[src/rtl/tex_req_arbiter.sv]
// Round-robin arbiter funnelling fragment-shader texture requests into one texture unit,
// with an in-order tag FIFO that routes each returned texel back to its requester.
module tex_req_arbiter #(
    parameter int DATA_WIDTH      = 32,
    parameter int VEC_SIZE        = 4,
    parameter int NUM_REQ         = 4,
    parameter int MAX_OUTSTANDING = 4
) (
    input  logic                                   clk,
    input  logic                                   rst,
    input  logic [NUM_REQ-1:0]                     i_req_valid,
    input  logic [NUM_REQ-1:0][DATA_WIDTH-1:0]     i_req_u_coord,
    input  logic [NUM_REQ-1:0][DATA_WIDTH-1:0]     i_req_v_coord,
    output logic [NUM_REQ-1:0]                     o_req_ready,
    output logic                                   o_tex_req_valid,
    output logic [DATA_WIDTH-1:0]                  o_tex_u_coord,
    output logic [DATA_WIDTH-1:0]                  o_tex_v_coord,
    input  logic                                   i_tex_req_ready,
    input  logic                                   i_texel_valid,
    input  logic [VEC_SIZE-1:0][DATA_WIDTH-1:0]    i_texel_color,
    output logic [NUM_REQ-1:0]                     o_texel_valid,
    output logic [VEC_SIZE-1:0][DATA_WIDTH-1:0]    o_texel_color,
    output logic [$clog2(MAX_OUTSTANDING+1)-1:0]   o_outstanding,
    output logic                                   o_err_unexpected
);

    localparam int IDX_W = $clog2(NUM_REQ);
    localparam int PTR_W = $clog2(MAX_OUTSTANDING);
    localparam int CNT_W = $clog2(MAX_OUTSTANDING+1);

    logic [IDX_W-1:0]                        rr_ptr_q, rr_ptr_d;
    logic [PTR_W-1:0]                        wr_ptr_q, wr_ptr_d;
    logic [PTR_W-1:0]                        rd_ptr_q, rd_ptr_d;
    logic [CNT_W-1:0]                        count_q, count_d;
    logic [NUM_REQ-1:0]                      texel_vld_q, texel_vld_d;
    logic [VEC_SIZE-1:0][DATA_WIDTH-1:0]     texel_color_q, texel_color_d;
    logic                                    err_q, err_d;
    logic [IDX_W-1:0]                        tag_mem_q [MAX_OUTSTANDING];

    logic [IDX_W-1:0]   grant_idx;
    logic [IDX_W-1:0]   cand;
    logic               grant_found;
    logic [NUM_REQ-1:0] grant_oh;
    logic [NUM_REQ-1:0] head_oh;
    logic               full;
    logic               fifo_empty;
    logic               tex_req_valid;
    logic               issue;
    logic               pop;

    // Search starts one past the last issued requester so every requester gets a turn.
    always_comb begin
        grant_idx   = '0;
        grant_found = 1'b0;
        cand        = '0;
        for (int k = 1; k <= NUM_REQ; k++) begin
            cand = IDX_W'((int'(rr_ptr_q) + k) % NUM_REQ);
            if (!grant_found && i_req_valid[cand]) begin
                grant_found = 1'b1;
                grant_idx   = cand;
            end
        end
    end

    assign full          = (count_q == CNT_W'(MAX_OUTSTANDING));
    assign fifo_empty    = (count_q == '0);
    assign tex_req_valid = !rst && grant_found && !full;
    assign issue         = tex_req_valid && i_tex_req_ready;
    assign pop           = i_texel_valid && !fifo_empty;

    always_comb begin
        grant_oh = '0;
        if (tex_req_valid) begin
            grant_oh[grant_idx] = 1'b1;
        end
    end

    always_comb begin
        head_oh = '0;
        head_oh[tag_mem_q[rd_ptr_q]] = 1'b1;
    end

    assign o_req_ready     = grant_oh & {NUM_REQ{i_tex_req_ready}};
    assign o_tex_req_valid = tex_req_valid;
    assign o_tex_u_coord   = tex_req_valid ? i_req_u_coord[grant_idx] : '0;
    assign o_tex_v_coord   = tex_req_valid ? i_req_v_coord[grant_idx] : '0;

    always_comb begin
        rr_ptr_d      = rr_ptr_q;
        wr_ptr_d      = wr_ptr_q;
        rd_ptr_d      = rd_ptr_q;
        count_d       = count_q;
        texel_vld_d   = '0;
        texel_color_d = texel_color_q;
        err_d         = err_q;
        if (issue) begin
            rr_ptr_d = grant_idx;
            wr_ptr_d = wr_ptr_q + 1'b1;
        end
        if (pop) begin
            rd_ptr_d      = rd_ptr_q + 1'b1;
            texel_vld_d   = head_oh;
            texel_color_d = i_texel_color;
        end
        if (i_texel_valid && fifo_empty) begin
            err_d = 1'b1;
        end
        case ({issue, pop})
            2'b10:   count_d = count_q + 1'b1;
            2'b01:   count_d = count_q - 1'b1;
            default: count_d = count_q;
        endcase
    end

    // Return stage: texel and its one-hot route are registered together.
    always_ff @(posedge clk) begin
        if (rst) begin
            rr_ptr_q      <= IDX_W'(NUM_REQ - 1);
            wr_ptr_q      <= '0;
            rd_ptr_q      <= '0;
            count_q       <= '0;
            texel_vld_q   <= '0;
            texel_color_q <= '0;
            err_q         <= 1'b0;
        end else begin
            rr_ptr_q      <= rr_ptr_d;
            wr_ptr_q      <= wr_ptr_d;
            rd_ptr_q      <= rd_ptr_d;
            count_q       <= count_d;
            texel_vld_q   <= texel_vld_d;
            texel_color_q <= texel_color_d;
            err_q         <= err_d;
        end
    end

    always_ff @(posedge clk) begin
        if (issue) begin
            tag_mem_q[wr_ptr_q] <= grant_idx;
        end
    end

    assign o_texel_valid    = texel_vld_q;
    assign o_texel_color    = texel_color_q;
    assign o_outstanding    = count_q;
    assign o_err_unexpected = err_q;

endmodule

[config.mk]
export PLATFORM = sky130hd
export DESIGN_NAME = tex_req_arbiter
export DESIGN_NICKNAME = d
export VERILOG_FILES = /design/src/rtl/tex_req_arbiter.sv
export SDC_FILE = /design/constraint.sdc
export NUM_CORES = 1
export LEC_CHECK = 0
export ABC_AREA = 1
export CAP_MARGIN = 20
export CORE_AREA = 2 2 234 236
export DETAILED_ROUTE_END_ITERATION = 10
export DIE_AREA = 0 0 236 238
export HOLD_SLACK_MARGIN = 0.08
export SLEW_MARGIN = 0
export SYNTH_ARGS = -nofsm -noshare
export SYNTH_HDL_FRONTEND = slang
export SYNTH_SLANG_ARGS = --single-unit
[constraint.sdc]
create_clock -name clk -period 2.3 [get_ports clk]
set_input_delay 0.575 -clock clk [delete_from_list [all_inputs] [get_ports clk]]
set_output_delay 0.575 -clock clk [all_outputs]
set_load 0.1 [all_outputs]
==> impl_metrics.csv <==
group,metric,value,unit
final_layout,fillCellCount,5400,
global_route,grt_pass1_vias,11600,
placement,place_ws,-1.40,ns
floorplan,core,0.0535,mm²
yosys,syn_nets,1749,
final_layout,final_nets,2421,
final_layout,final_area,0.0200,mm²
yosys,synth-seq-cells,152,
worst_setup_path,crit-reg2reg-launch,"rr_ptr_q[0]$_SDFFE_PP1P_",
placement,port-buffer-count,596,
sta,max_freq,297,MHz
final_layout,regArea,0.00314,mm²
floorplan,die_area,0.0562,mm²
yosys,syn_area,0.00837,mm²
final_layout,multi_input_area,0.00669,mm²
clock_tree,h-tree-depth,4,
floorplan,row_count,85,
hold_path,hold_start,"o_err_unexpected$_SDFFE_PP0P_",
route,routed_wl,51.9,mm
sta,tightest_slew,0.594,ns
power_and_ir_drop,ir_drop,0.926,mV
worst_setup_path,worst_setup_path_end_kind,"output pin",
run,maxCapViolations,0,
sta,drv_slew,0,
clock_tree,clock_tree.buffer_depth,2,
floorplan,die_width,236,µm
yosys,synth_cell_types,32,
placement,gp_congestion,1.02,
sta,layout_min_cycle_time,3.37,ns
worst_setup_path,cp-start-kind,"flip-flop",
global_route,grtUsageTotal,16.6,%
global_route,grt_pass1_wl,71.0,mm
route,vias,11900,
route,first_pass_iters,5,
route,vias_per_cell,4.35,
floorplan,die_y,238,µm
power_and_ir_drop,leakagePower,8.41,nW
route,wl_per_cell,19.0,µm
worst_setup_path,required,1.73,ns
floorplan,start_util,15.7,%
worst_setup_path,worst_path_most_repeated_cell,"nand2_2",
final_layout,drive_gt1_share,38.8,%
sta,finalHoldViolCount,0,
sta,layout_setup_ws,-1.07,ns
final_layout,final_util,37.4,%
sta,setup_viol,81,
yosys,synthMuxAreaShare,0,%
worst_setup_path,crit_buf_inv,7,
worst_setup_path,crit_path_top_delay_cell,"dfxtp_4",
yosys,synthXorXnorAreaFrac,0,%
worst_setup_path,critPathArrivalTime,2.80,ns
floorplan,pin_count,597,
yosys,synthFlopType,"dfxtp_1",
yosys,synth_edf_count,8,
worst_setup_path,crit_start,"rr_ptr_q[0]$_SDFFE_PP1P_",
worst_setup_path,cpLargestDelayFamily,"buffers and inverters",
power_and_ir_drop,power_density,1610,mW/mm²
outcome,violations,"setup timing",
yosys,syn_area_per_cell,6.20,µm²
clock_tree,cts.reportedPaths.clkPinSlew,0.07,ns
placement,postPlaceCellArea,0.0170,mm²
worst_setup_path,path_cells,"buf_12 -> nand2_4 -> nand2_4 -> nand2_2 -> nand2_2 -> inv_2 -> buf_4 -> nand3_4 -> nand2_8 -> buf_8 -> buf_12 -> buf_8 -> nand3_1 -> nand2_2 -> nand2_2 -> a21oi_4 -> buf_12",
route,ant_nets,0,
yosys,yosys_warnings,0,
clock_tree,worstSkewPairLatency,0.44,ns
yosys,synth_seq_area_share,37.3,%
clock_tree,tritoncts,"done",
sta,hold_slack,0.451,ns
global_route,antenna_found_initial,2,
placement,dp_hpwl,37.3,mm
route,drtIter0Drc,724,
clock_tree,ctsHoldBuffers,0,
sta,rsz0062_at_grt,"true",
hold_path,hold_path_class,"flip-flop to flip-flop",
worst_setup_path,path_class,"flip-flop to output pin",
final_layout,area_delta_synth_final,139,%
clock_tree,cts_buffers,17,
clock_tree,clockRootBuffer,"clkbuf_16",
sta,slew_headroom,60.4,%
global_route,grt_max_degree,133,
yosys,synth_compound_area_share,13.7,%
yosys,synthArstFlopShare,0,%
yosys,synth_top_family_by_area,"simple AND/OR/NAND/NOR gates",
yosys,synth-simple-area-share,40.1,%
sta,finalClockSkew,0.0159,ns
sta,period_share,147,%
route,drc,0,
global_route,grt_overflow,0,
power_and_ir_drop,finalPower,0.0322,W
yosys,syn_inst,1351,
yosys,synthAdderAreaFrac,0.986,%
worst_setup_path,crit_path_max_incr_delay,0.38,ns
clock_tree,clock_sinks,152,
worst_setup_path,crit_fanout,7,
outcome,status,"finished, violations left",
[sequential cells by signal, indices dropped and copies added, names as in the netlist, named ones only]
name,flops
rr_ptr_q,2
wr_ptr_q,2
o_err_unexpected,1
o_texel_color,128
o_texel_valid,4
o_outstanding,3
rd_ptr_q,2
tag_mem_q,8
[synth_stat cells (all sizes together) (2+ instances only)]
library cell  number  area share, %
dfxtp            144             34
ha                 5           0.75
clkbuf            50            2.2
nand2            436             20
a21oi             78            4.7
buf               55            4.5
a32oi              2           0.21
nand3            132            7.9
o31ai              2           0.34
inv               23            1.0
nor2             272             12
edfxtp             8            2.9
o211ai             2           0.18
o21ai            137            8.2
[power breakdown]
| group | internal (W) | switching [W] | total [W] |
|---|---|---|---|
| combinational | 0.00815 | 0.0172 | 0.0254 |
| sequential | 0.00365 | 0.000533 | 0.00418 |
| clock | 0.00145 | 0.00121 | 0.00266 |
[worst paths after layout]
kind,depth (start not counted),end,slack [ns]
worst max register to register,22,o_outstanding[2]$_SDFFE_PP0P_,-0.66
worst min register to register,2,o_err_unexpected$_SDFFE_PP0P_,0.45
worst max-delay path,17,o_tex_v_coord[13],-1.07
worst min-delay path,2,o_err_unexpected$_SDFFE_PP0P_,0.45
[cell type report]
type	instances	area share, %
Antenna cell	3	0.0376
Clock buffer	20	2.28
Timing Repair Buffer	758	43.2
Multi-Input combinational cell	1070	33.4
Tap cell	696	4.36
Sequential cell	152	15.7
Clock inverter	11	0.432
Inverter	24	0.563
[routing by layer]
layer / vias up / track usage (%) / wire length, µm
met5: - / 0 / 0
met1: 5689 / 20.5 / 21400
met3: 93 / 3.64 / 3150
met4: 0 / 4.63 / 1460
met2: 402 / 28.8 / 26000
li1: 5706 / - / -
[kinds of logic (layout without fill, tap and decap cells)]
family / after synthesis / count (layout)
AND/OR/NAND/NOR: 842 / 842
AO/OA/AOI/OAI: 222 / 222
other: 0 / 3
buffers and inverters: 129 / 813
flip-flops: 152 / 152
adder cells (fa/ha/maj): 6 / 6
[cells in the final DEF (no fill, tap or decap), types with 4 or more instances in the layout]
master and n:
clkdlybuf4s50_1 387, inv_6 6, o21ai_1 4, nand2_4 70, clkbuf_16 33, dfxtp_1 139, nand2_1 178, nand3_4 8
a21oi_1 11, nand3_1 95, buf_16 14, nor2_1 263, inv_1 15, nor2_4 6, ha_1 4, o21ai_0 130
buf_4 208, buf_6 18, clkinvlp_4 4, dlygate4sd2_1 4, buf_8 12, inv_4 4, a21oi_4 66, nand3_2 29
dfxtp_4 4, buf_12 98, edfxtp_1 8, nand2_2 185
[worst reg2reg max path: stages, from the launching register on]
cell	delay, ns
dfxtp_4	0.38
buf_12	0.14
nand2_4	0.06
nand2_4	0.06
nand2_2	0.10
nand2_2	0.09
inv_2	0.06
buf_4	0.10
nand3_4	0.10
buf_4	0.15
buf_4	0.12
buf_4	0.14
nand2_8	0.09
clkinvlp_4	0.11
nand2_4	0.09
buf_6	0.13
ha_4	0.14
inv_4	0.03
fa_2	0.36
a21oi_2	0.13
o21ai_1	0.09
o21ai_1	0.13
a21oi_1	0.05
[what timing repair did]
item,CTS,global route
gates resized for setup,179,238
setup endpoints to repair,80,82
setup buffers,26,9
cloned,13,20
pin swaps,68,139
endpoints found under the hold margin,0,0
[per-stage QoR]
step                      TNS [ns]  cells
after global placement      -95.77   2640
final                       -70.67   2734
after CTS                   -71.86   2707
after detailed placement    -99.54   2640
after floorplan             -34.39   1351
after global routing        -80.21   2733
(Power assumes the default switching activity.)
==> patch: new RTL, same flow settings <==
Register the output `o_err_unexpected` once more, without a reset; this adds one clock of latency there. The other outputs are not delayed to match.
--- a/src/rtl/tex_req_arbiter.sv
+++ b/src/rtl/tex_req_arbiter.sv
@@ -144,3 +144,5 @@
     assign o_outstanding    = count_q;
-    assign o_err_unexpected = err_q;
+    always_ff @(posedge clk) begin
+        o_err_unexpected <= err_q;
+    end
 
Function: changed (Yosys sat finds a counterexample within 4 cycles, from zero or initial values and one cycle with rst high).
==> patch against the original RTL <==
- the run still ends with negative setup slack left
- synthesized area is 0.24% higher
- routed wire length shrank 3.8%
- final cell count fell by 0.15%
- final area increased by 0.71%
- sequential cell count is 1 higher
- setup slack got worse by 0.033 ns
- power fell by 0.46%
- clock skew fell by 0.00095 ns
- sequential power hardly changed
- critical path type unchanged
- largest power group unchanged
- highest routed layer is now met5
==> patch: results (changes against the original RTL) <==
sequential area share after synthesis 37.4% (+0.15 points); #MultiIn Comb 1071 (+0.093%); failing checks negative setup slack; Avg Synthesized Cell Area 6.21 um^2 (+0.16%); buffering overhead 42.4% (-0.75 points); final worst slack -1.10 ns (-0.0331 ns); Layout clock area frac 2.67% (-0.044 points); hold-critical path endpoint o_err_unexpected$_DFF_P_; final cell count without fillers 2730 (-0.15%); nonclk buf count 754 (-0.53%); Net count, final 2419 (-0.083%); hold slack 0.349 ns (-0.102 ns); multi-input combinational area share 34.3% (+0.84 points); layout cells sized above 1 39.8% (+1.0 points); Rel. slew slack 72.3% (+12 points); wire length on met2 25.0 mm (-3.6%); top sig layer met5; fillers 5382 (-0.33%); drt first-iter violations 740 (+2.2%); Worst Hold Launch err_q$_SDFFE_PP0P_; Crit. Startpoint rr_ptr_q[1]$_SDFFE_PP1P_; Leak 8.50 nW (+1.0%); Hold Path Depth 0 (-2); Critical Path Fanout Max 8 (+1); DP HPWL 37.2 mm (-0.17%); Worst Setup EP o_tex_u_coord[12]; first-pass GRT wire length 70.6 mm (-0.59%); Setup WS pre-CTS -1.41 ns (-0.00965 ns); most frequent cells after synthesis nand2_1 (430), nor2_1 (270), dfxtp_1 (145); metal3 WL 3.35 mm (+6.3%); clk_skew 0.0150 ns (-0.000947 ns); final setup violation count 79 (-2.5%); Synth area leaders dfxtp_1 (35%), nand2_1 (19%), nor2_1 (12%); Sw Share 58.7% (-0.20 points); met1 usage 20.8% (+0.28 points); number of antenna diodes 1 (-2); outcome finished, violations left; Synth Area in Adders 0.984% (-0.0024 points); GR Util All Layers 16.5% (-0.10 points); top cell type's share of synthesized area 34.6% (+0.16 points); RePlAce Congestion 0.995 (-2.0%); register area 3160 um^2 (+0.64%); Clock Buffer Count 22 (+10%); CTS Sinks 153 (+0.66%)
patch: cell count changes in the layout (fill, tap and decap cells not counted), moves of 10 or more:
| cell | unedited run | this run |
|---|---|---|
| nand2_1 | 178 | 142 |
| nand3_1 | 95 | 108 |
| clkbuf_16 | 33 | 22 |
| nand3_2 | 29 | 19 |
| nand2_4 | 70 | 101 |
patch: per-stage QoR:
step | setup TNS (ns) | cell area (um^2) | power [mW]
finish | -71.70 | 20100 | 32.1
global route | -81.16 | 20100 | 33.4
CTS | -71.73 | 19000 | 30.8
detailed placement | -104.15 | 17100 | 26.0
global placement | -104.58 | 17100 | 25.9
floorplan | -34.39 | 9350 | 19.4
patch: what timing repair did:
item / CTS / global route
buffers inserted: 27 / 12
pin swaps: 46 / 122
resized for setup: 206 / 284
setup endpoints to repair: 85 / 91
hold buffers: 0 / 0
cloned: 16 / 6
